### config.mk
export PLATFORM = sky130hd
export DESIGN_NAME = vend_dispense_scheduler_flat
export DESIGN_NICKNAME = d
export VERILOG_FILES = /design/src/rtl/vend_pkg.sv /design/src/rtl/vend_dispense_scheduler_if.sv /design/src/rtl/vend_rr_arbiter.sv /design/src/rtl/vend_dispense_scheduler.sv /design/src/flat_wrapper.sv
export SDC_FILE = /design/constraint.sdc
export NUM_CORES = 1
export LEC_CHECK = 0
export ABC_AREA = 1
export CAP_MARGIN = 10
export CORE_ASPECT_RATIO = 1.4
export CORE_MARGIN = 1
export CORE_UTILIZATION = 50
export DETAILED_ROUTE_END_ITERATION = 10
export PLACE_DENSITY = 0.73
export SETUP_SLACK_MARGIN = 0.4
export SLEW_MARGIN = 20
export SYNTH_ARGS = -nofsm -noshare
export SYNTH_HDL_FRONTEND = slang
export SYNTH_SLANG_ARGS = --single-unit
### constraint.sdc
create_clock -name clock -period 7.66 [get_ports clock]
set_clock_uncertainty 0.05 [all_clocks]
set_input_delay 0.766 -clock clock [delete_from_list [all_inputs] [get_ports clock]]
set_output_delay 0.766 -clock clock [all_outputs]
set_load 0.02 [all_outputs]
### src/rtl/vend_pkg.sv
// Shared slot indices, state encoding and small helpers for the dispense scheduler.
package vend_pkg;
    localparam int NUM_SLOTS  = 3;
    localparam int SLOT_COKE  = 0;
    localparam int SLOT_PEPSI = 1;
    localparam int SLOT_SOFT  = 2;

    typedef enum logic [1:0] {
        IDLE,
        DRIVE,
        WAIT_DROP,
        FAULT
    } vend_state_e;

    function automatic logic [1:0] onehot_to_idx(input logic [NUM_SLOTS-1:0] oh);
        if (oh[SLOT_PEPSI]) return 2'(SLOT_PEPSI);
        if (oh[SLOT_SOFT])  return 2'(SLOT_SOFT);
        return 2'(SLOT_COKE);
    endfunction
endpackage

### src/rtl/vend_dispense_scheduler_if.sv
// Selection/motor/restock signal bundle between drink_machine and the dispense scheduler.
interface vend_dispense_scheduler_if #(
    parameter int INV_W = 4
);
    import vend_pkg::*;

    logic [NUM_SLOTS-1:0] vend_req;
    logic                 drop_sense;
    logic                 restock;
    logic [1:0]           restock_slot;
    logic [INV_W-1:0]     restock_qty;
    logic                 fault_clear;
    logic [NUM_SLOTS-1:0] motor_en;
    logic                 busy;
    logic [NUM_SLOTS-1:0] dispensed;
    logic [NUM_SLOTS-1:0] refund;
    logic [NUM_SLOTS-1:0] sold_out;
    logic                 fault;

    modport master (
        output vend_req, drop_sense, restock, restock_slot, restock_qty, fault_clear,
        input  motor_en, busy, dispensed, refund, sold_out, fault
    );

    modport slave (
        input  vend_req, drop_sense, restock, restock_slot, restock_qty, fault_clear,
        output motor_en, busy, dispensed, refund, sold_out, fault
    );
endinterface

### src/rtl/vend_rr_arbiter.sv
// Combinational round-robin pick over the three slots, searching from ptr+1 (mod 3).
module vend_rr_arbiter
    import vend_pkg::*;
(
    input  logic [NUM_SLOTS-1:0] req,
    input  logic [1:0]           ptr,
    output logic [NUM_SLOTS-1:0] gnt,
    output logic                 valid
);
    always_comb begin
        gnt = '0;
        case (ptr)
            2'd0: begin
                if      (req[1]) gnt = 3'b010;
                else if (req[2]) gnt = 3'b100;
                else if (req[0]) gnt = 3'b001;
            end
            2'd1: begin
                if      (req[2]) gnt = 3'b100;
                else if (req[0]) gnt = 3'b001;
                else if (req[1]) gnt = 3'b010;
            end
            default: begin
                if      (req[0]) gnt = 3'b001;
                else if (req[1]) gnt = 3'b010;
                else if (req[2]) gnt = 3'b100;
            end
        endcase
    end

    assign valid = |req;
endmodule

### src/rtl/vend_dispense_scheduler.sv
// Shared dispensing motor sequencer: request intake, round-robin grant, timed drive,
// drop-sensor wait with jam timeout, and per-slot inventory.
module vend_dispense_scheduler
    import vend_pkg::*;
#(
    parameter int INV_W        = 4,
    parameter int INIT_STOCK   = 8,
    parameter int MAX_STOCK    = 15,
    parameter int DRIVE_CYCLES = 4,
    parameter int DROP_TIMEOUT = 16
) (
    input  logic                      clock,
    input  logic                      reset,
    vend_dispense_scheduler_if.slave  bus
);
    localparam int CNT_MAX = (DRIVE_CYCLES > DROP_TIMEOUT) ? DRIVE_CYCLES : DROP_TIMEOUT;
    localparam int CNT_W   = $clog2(CNT_MAX + 1);
    localparam logic [CNT_W-1:0] DRIVE_LAST   = CNT_W'(DRIVE_CYCLES - 1);
    localparam logic [CNT_W-1:0] TIMEOUT_LAST = CNT_W'(DROP_TIMEOUT - 1);

    vend_state_e          state, state_n;
    logic [CNT_W-1:0]     cnt, cnt_n;
    logic [NUM_SLOTS-1:0] grant, grant_n;
    logic [1:0]           ptr, ptr_n;
    logic [NUM_SLOTS-1:0] pending, pending_n;
    logic [NUM_SLOTS-1:0] motor_en, motor_en_n;
    logic [NUM_SLOTS-1:0] dispensed, dispensed_n;
    logic [NUM_SLOTS-1:0] refund, refund_n;
    logic                 fault, fault_n;
    logic [NUM_SLOTS-1:0] dec;
    logic [NUM_SLOTS-1:0] granted, reject, accept;
    logic [NUM_SLOTS-1:0] sold_out;
    logic [NUM_SLOTS-1:0] arb_gnt;
    logic                 arb_valid;
    logic [INV_W-1:0]     inv [NUM_SLOTS];

    // old - dec + qty, clamped at MAX_STOCK; dec never hits an empty slot
    function automatic logic [INV_W-1:0] next_stock(input logic [INV_W-1:0] old,
                                                    input logic dec_i,
                                                    input logic [INV_W-1:0] qty);
        logic [INV_W:0] sum;
        sum = {1'b0, old} + {1'b0, qty} - {{INV_W{1'b0}}, dec_i};
        if (sum > (INV_W+1)'(MAX_STOCK)) return INV_W'(MAX_STOCK);
        return sum[INV_W-1:0];
    endfunction

    vend_rr_arbiter u_arb (
        .req   (pending),
        .ptr   (ptr),
        .gnt   (arb_gnt),
        .valid (arb_valid)
    );

    always_comb begin
        for (int i = 0; i < NUM_SLOTS; i++) sold_out[i] = (inv[i] == '0);
    end

    always_comb begin
        state_n     = state;
        cnt_n       = cnt;
        grant_n     = grant;
        ptr_n       = ptr;
        motor_en_n  = '0;
        dispensed_n = '0;
        fault_n     = fault;
        dec         = '0;
        granted     = (state == DRIVE || state == WAIT_DROP) ? grant : '0;
        reject      = bus.vend_req & (sold_out | pending | granted);
        accept      = bus.vend_req & ~reject;
        refund_n    = reject;
        pending_n   = pending | accept;
        case (state)
            IDLE: begin
                if (arb_valid) begin
                    grant_n    = arb_gnt;
                    pending_n  = pending_n & ~arb_gnt;
                    ptr_n      = onehot_to_idx(arb_gnt);
                    motor_en_n = arb_gnt;
                    cnt_n      = '0;
                    state_n    = DRIVE;
                end
            end
            DRIVE: begin
                if (cnt == DRIVE_LAST) begin
                    cnt_n   = '0;
                    state_n = WAIT_DROP;
                end else begin
                    motor_en_n = grant;
                    cnt_n      = cnt + 1'b1;
                end
            end
            WAIT_DROP: begin
                if (bus.drop_sense) begin
                    dispensed_n = grant;
                    dec         = grant;
                    state_n     = IDLE;
                end else if (cnt == TIMEOUT_LAST) begin
                    refund_n = refund_n | grant;
                    fault_n  = 1'b1;
                    state_n  = FAULT;
                end else begin
                    cnt_n = cnt + 1'b1;
                end
            end
            FAULT: begin
                if (bus.fault_clear) begin
                    fault_n = 1'b0;
                    state_n = IDLE;
                end
            end
            default: state_n = IDLE;
        endcase
    end

    always_ff @(posedge clock) begin
        if (reset) begin
            state     <= IDLE;
            cnt       <= '0;
            grant     <= '0;
            ptr       <= 2'(SLOT_SOFT);
            pending   <= '0;
            motor_en  <= '0;
            dispensed <= '0;
            refund    <= '0;
            fault     <= 1'b0;
        end else begin
            state     <= state_n;
            cnt       <= cnt_n;
            grant     <= grant_n;
            ptr       <= ptr_n;
            pending   <= pending_n;
            motor_en  <= motor_en_n;
            dispensed <= dispensed_n;
            refund    <= refund_n;
            fault     <= fault_n;
        end
    end

    always_ff @(posedge clock) begin
        for (int i = 0; i < NUM_SLOTS; i++) begin
            if (reset) inv[i] <= INV_W'(INIT_STOCK);
            else inv[i] <= next_stock(inv[i], dec[i],
                                      (bus.restock && bus.restock_slot == 2'(i)) ? bus.restock_qty : '0);
        end
    end

    assign bus.motor_en  = motor_en;
    assign bus.busy      = (state != IDLE);
    assign bus.dispensed = dispensed;
    assign bus.refund    = refund;
    assign bus.sold_out  = sold_out;
    assign bus.fault     = fault;
endmodule

### src/flat_wrapper.sv
// flat-port wrapper written by rule: the top's interface ports become plain ports
module vend_dispense_scheduler_flat import vend_pkg::*;
#(
    parameter int INV_W        = 4,
    parameter int INIT_STOCK   = 8,
    parameter int MAX_STOCK    = 15,
    parameter int DRIVE_CYCLES = 4,
    parameter int DROP_TIMEOUT = 16
)
  (clock, reset, bus_vend_req, bus_drop_sense, bus_restock, bus_restock_slot, bus_restock_qty, bus_fault_clear, bus_motor_en, bus_busy, bus_dispensed, bus_refund, bus_sold_out, bus_fault);
  vend_dispense_scheduler_if #(.INV_W(INV_W)) bus_i ();
  input  logic clock;
  input  logic reset;
  input wire logic [$bits(bus_i.vend_req)-1:0] bus_vend_req;
  input wire logic [$bits(bus_i.drop_sense)-1:0] bus_drop_sense;
  input wire logic [$bits(bus_i.restock)-1:0] bus_restock;
  input wire logic [$bits(bus_i.restock_slot)-1:0] bus_restock_slot;
  input wire logic [$bits(bus_i.restock_qty)-1:0] bus_restock_qty;
  input wire logic [$bits(bus_i.fault_clear)-1:0] bus_fault_clear;
  output wire logic [$bits(bus_i.motor_en)-1:0] bus_motor_en;
  output wire logic [$bits(bus_i.busy)-1:0] bus_busy;
  output wire logic [$bits(bus_i.dispensed)-1:0] bus_dispensed;
  output wire logic [$bits(bus_i.refund)-1:0] bus_refund;
  output wire logic [$bits(bus_i.sold_out)-1:0] bus_sold_out;
  output wire logic [$bits(bus_i.fault)-1:0] bus_fault;
  assign bus_i.vend_req = bus_vend_req;
  assign bus_i.drop_sense = bus_drop_sense;
  assign bus_i.restock = bus_restock;
  assign bus_i.restock_slot = bus_restock_slot;
  assign bus_i.restock_qty = bus_restock_qty;
  assign bus_i.fault_clear = bus_fault_clear;
  assign bus_motor_en = bus_i.motor_en;
  assign bus_busy = bus_i.busy;
  assign bus_dispensed = bus_i.dispensed;
  assign bus_refund = bus_i.refund;
  assign bus_sold_out = bus_i.sold_out;
  assign bus_fault = bus_i.fault;
  vend_dispense_scheduler #(.INV_W(INV_W), .INIT_STOCK(INIT_STOCK), .MAX_STOCK(MAX_STOCK), .DRIVE_CYCLES(DRIVE_CYCLES), .DROP_TIMEOUT(DROP_TIMEOUT)) u_core (.clock(clock), .reset(reset), .bus(bus_i));
endmodule
== Yosys cells after proc, flatten, opt, wreduce, memory -nomap -nowiden ==
Memory sizes are Yosys's and may differ from the RTL's.
Cells that the tools add are included.

* Bits in registers: 25
* RAM bits: 12
* Input port bits: 14
* Output and inout port bits: 14
* Logic and storage cells: 136
* Memories kept: 1

{| class="wikitable"
|+ Memory list
! name !! words !! bits a word !! read ports !! clocked after memory_dff !! wr ports !! line !! RTL
|-
| u_core.inv || 3 || 4 || 3 || 0 || 3 || vend_dispense_scheduler.sv:35 || <nowiki>logic [INV_W-1:0] inv [NUM_SLOTS];</nowiki>
|}

* $add $sub $neg: 7
* Order comparisons: 3
* Eq/ne operators: 15
* Mux-type cells: 71
* Bitwise logic cells: 12
* Reductions and logical operators: 18

{| class="wikitable"
|+ Operator list
! cell !! number
|-
| 4-bit two-way mux || 15
|-
| 3-bit two-way mux || 16
|-
| 2-bit two-way mux || 11
|-
| 1-bit two-way mux || 20
|-
| 5-bit two-way mux || 4
|-
| 4-bit by 4-bit adder with 5-bit output || 3
|-
| 5-bit by 4-bit greater-than comparator with 1-bit output (second input constant) || 3
|-
| 5-bit case mux with 3 select lines || 1
|-
| 5-bit by 1-bit subtractor with 5-bit output || 3
|-
| 4-bit logical NOT || 3
|-
| 3-bit OR || 4
|-
| 3-bit case mux with 2 select lines || 2
|-
| 4-bit AND reduction || 3
|-
| 2-bit != test (second input constant) || 5
|-
| 3-bit AND || 3
|-
| 2-bit case mux with 4 select lines || 1
|-
| 2-bit by 1-bit == test with 1-bit output (second input constant) || 3
|-
| 2-bit == test (second input constant) || 3
|-
| 2-bit logical NOT || 3
|-
| 3-bit inverter || 2
|-
| 5-bit by 1-bit adder with 5-bit output (second input constant) || 1
|-
| 5-bit by 2-bit == test with 1-bit output (second input constant) || 1
|-
| 5-bit by 4-bit == test with 1-bit output (second input constant) || 1
|-
| 2-bit nonzero test || 2
|-
| other kinds (9) || 13
|}

== Logic depth before layout (Yosys ltp) ==
* Depth in word-level cells: 12
* Gate-level depth with buffers: 15
* Depth with buffers taken out: 15

== By module ==
A second synthesis with hierarchy kept.

* Cell total of the unflattened synthesis: 337
* Area total of the unflattened synthesis: 2398.6 um2

{| class="wikitable"
|+ Modules (own cells, without submodules)
! module !! times used !! cells an instance !! area an instance (um2) !! seq. area each (um2)
|-
| vend_dispense_scheduler || 1 || 318 || 2321.0 || 720.7
|-
| vend_rr_arbiter || 1 || 19 || 77.6 || 0.0
|}

== Worst setup path before layout ==
OpenSTA, ideal clock, no wires.

* Path type: in2reg
* Start point: input bus_restock
* End point: memory u_core.inv[2][2]
* Library setup time: 111 ps
* Arrival time: 2458 ps
* Required time: 7499 ps
* Path slack: 5041 ps
* Stages: 11
* Path buffers: 0
* Cells stage by stage: inv_1 -> nor3_1 -> nand2_1 -> ha_1 -> fa_1 -> nand3b_1 -> nand2_1 -> xnor2_1 -> nand2_1 -> nand2_1 -> inv_1

{| class="wikitable"
|+ RTL lines
! item !! line !! RTL
|-
| start, declared || flat_wrapper.sv:16 || <nowiki>input wire logic [$bits(bus_i.restock)-1:0] bus_restock;</nowiki>
|-
| end, declared || vend_dispense_scheduler.sv:35 ||
|}

==> impl_metrics.json <==
{
  "synth-xor-area-share_pct": 2.58,
  "port-buffer-count": 27,
  "layout_commonest_cell": "inv_1",
  "area_growth_synth_to_finish_pct": 17.5,
  "path_max_fanout": 5,
  "number_of_storage_elements_in_the_synthesis_netlist": 36,
  "synthDominantAreaCellType": "dfxtp_1",
  "htreeDepth": 2,
  "synth_top_family_by_area": "simple AND/OR/NAND/NOR gates",
  "final_cell_mix": "76 x inv_1, 69 x nand2_1, 36 x dfxtp_1",
  "grt_overflow": 0,
  "hold_path.startpoint": "u_core.ptr[1]",
  "power.share.switching_pct": 44.2,
  "p_comb_share_pct": 56.8,
  "tritoncts": "done",
  "yosys-mux-area-fraction_pct": 0,
  "least_setup_slack_across_all_paths_after_layout_ps": 4620,
  "design.final.nets": 406,
  "design.portCount": 28,
  "cts_max_path_buffers": 2,
  "p_per_area_nw_per_um2": 347,
  "synth_area_leaders": "dfxtp_1 30%, ha_1 16%, inv_1 12%",
  "cap_violations": 0,
  "cpPeakStageDelay_ps": 480,
  "post-route-period-util_pct": 39.6,
  "final.hold.worst_slack_ps": 432,
  "insertion_delay_ps": 280,
  "start_kind": "primary input",
  "cts-buffers-inserted": 5,
  "drt_pre_antenna_iters": 4,
  "ys.warnings.count": 0,
  "grt_pass1_vias": 2099,
  "clock_pin_slew_reported_for_the_worst_setup_and_hold_paths_after_clock_tree_synthesis_ps": 70,
  "place.gp.congestion": 0.828,
  "slowest_stage": "clkdlybuf4s50_1",
  "count_of_hold_fix_buffers_inserted_at_cts": 0,
  "report.power.total_uw": 968,
  "crit_required_ps": 7790,
  "cpLargestDelayFamily": "simple AND/OR/NAND/NOR gates",
  "reg2reg_from": "u_core.state[0]",
  "setup_cp_type": "in2reg",
  "cp_cell_sequence": "clkdlybuf4s50_1 -> nor3_1 -> nand2_1 -> ha_1 -> fa_1 -> nand3b_1 -> nand2_1 -> xnor2_1 -> nand2_1 -> nand2_1 -> inv_1",
  "critical_path.n_buffers_inverters": 2,
  "placement.setup.worst_slack_ps": 4340,
  "clock_sinks": 36,
  "initial_antenna_violation_count": 0,
  "layout-drive-gt1-share_pct": 5.00,
  "cts_root_buf": "clkbuf_8",
  "final-hold-violation-count": 0,
  "syn-instance-count": 329,
  "finalWorstPathRequiredPeriod_ps": 3040,
  "drt_first_iter_violations": 92,
  "power.ir.vdd_worst_mv": 0.239,
  "crit_path_frequent_cell": "nand2_1",
  "placement_rows": 29,
  "wire_length_of_the_first_global_routing_pass_um": 8630,
  "max_slew_vio_count": 0,
  "cts_post_setup_buffers_inserted": 0,
  "hold_path.class": "reg2reg",
  "pin_count_of_the_biggest_net_entering_global_routing": 20,
  "post_synth_fa_ha_maj_area_fraction_pct": 18.4,
  "total_detailed_routing_wirelength_um": 5010,
  "timing.max_slew.rel_slack_pct": 52.1,
  "syn_avg_cell_area_um2": 7.21,
  "antenna_cells_inserted": 0,
  "ctsResizeCount": 0,
  "netlist_area_um2": 2370,
  "share_seq_of_total_power_pct": 28.9,
  "max_freq_mhz": 329,
  "clock_network_fraction_of_total_power_pct": 14.3,
  "power.switching_uw": 428,
  "crit_start": "bus_restock_slot[0]",
  "detailedPlacementHpwl_um": 4040,
  "power_report.internal_total_uw": 540,
  "yosysTopAreaCellShare_pct": 30.4,
  "ys_seq_area_share_pct": 30.4,
  "drc": 0,
  "synth_cell_type_count": 30,
  "cellLeakagePower_nw": 1.42,
  "yosys.area_share.simple_pct": 27.0,
  "count_of_antenna_violating_nets_left_after_detailed_routing": 0,
  "run_status": "finished clean",
  "syn-num-nets": 376,
  "floorplan.die.width_um": 60.2,
  "dr_total_vias": 2099,
  "finalSetupTns_ps": 0,
  "design.die.area_um2": 5030,
  "starting_utilization_of_the_core_area_pct": 52.3,
  "detail_route.vias_per_cell": 4.97,
  "coreArea_um2": 4540,
  "setup_viol": 0,
  "grtUsageTotal_pct": 21.8,
  "placed_cell_area_um2": 2700,
  "avgRoutedWirePerCell_um": 11.9,
  "finalInstanceArea_um2": 2790,
  "setup.worst_path.end_class": "register",
  "cp.arrival_ps": 3170,
  "die_h_um": 83.5,
  "setup_repair_after_global_routing_missed_its_margin": "no",
  "synth-compound-area-share_pct": 8.18,
  "tightest_slew_ps": 717
}
[registers in the layout, indices dropped and copies added, names as in the netlist]
| signal | cells |
|---|---|
| u_core.ptr | 2 |
| u_core.cnt | 5 |
| u_core.bus.motor_en | 3 |
| u_core.bus.fault | 1 |
| u_core.grant | 2 |
| u_core.state | 2 |
| u_core.bus.dispensed | 3 |
| u_core.bus.refund | 3 |
| u_core.pending | 3 |
| u_core.inv | 12 |
[kinds of logic (layout without fill, tap and decap cells)]
family / count (synthesis) / count (layout)
simple gates: 136 / 136
compound gates: 35 / 35
xor+xnor: 7 / 7
flops: 36 / 36
buf+inv: 82 / 113
fa+ha+maj: 33 / 33
[worst register-to-register path: cells and delay by family, from the launching register on]
kind / cells / cell delay (ps)
adders and majority gates: 4 / 1130
buffers and inverters: 4 / 260
xor gates and xnor gates: 1 / 190
DFF: 1 / 420
and+or+nand+nor: 6 / 650
[power groups by stage]
stage	combinational, mW	clock [mW]	sequential (mW)
finish	0.550	0.138	0.280
global route	0.631	0.149	0.285
CTS	0.553	0.139	0.279
detailed placement	0.548	0	0.283
global placement	0.534	0	0.281
floorplan	0.421	0	0.283
[path summary, 6_finish.rpt]
check	slack (ps)	cells after the start	end
worst max-delay path	4620	11	u_core.inv[0][0]
worst min-delay path	430	2	u_core.ptr[1]
worst max register to register	4850	15	u_core.inv[0][0]
worst min register to register	430	2	u_core.ptr[1]
[stage by stage]
stage | instances | utilization, %
finish | 422 | 61.4
global route | 422 | 61.4
CTS | 422 | 61.4
detailed placement | 414 | 59.4
global placement | 414 | 59.4
floorplan | 329 | -
[synthesized netlist by cell type (all sizes together)]
| master | count |
|---|---|
| o21ai | 5 |
| nor3 | 5 |
| o2111ai | 1 |
| nand4 | 10 |
| buf | 3 |
| nor4 | 2 |
| fa | 3 |
| nand3 | 28 |
| dfxtp | 36 |
| ha | 30 |
| inv | 77 |
| xor2 | 4 |
| clkbuf | 1 |
| nand3b | 4 |
| clkinv | 1 |
| a21oi | 26 |
| xnor2 | 3 |
| nor2 | 13 |
| nand2 | 74 |
| a21o | 3 |
[final cells by class]
type,instances,area (µm²)
Multi-Input combinational cell,211,1330
Clock buffer,8,90.1
Fill cell,439,1750
Timing Repair Buffer,27,270
Sequential cell,36,721
Tap cell,62,77.6
Inverter,78,298
[routing by layer]
metal | routed length, µm | vias to the layer above | global-route usage [%]
li1 | - | 1098 | -
met1 | 2100 | 959 | 23.6
met2 | 2650 | 31 | 39.9
met3 | 110 | 11 | 3.57
met4 | 142 | 0 | 8.67
met5 | 0 | - | 0
Note: power is estimated with default switching activity, not from simulation.
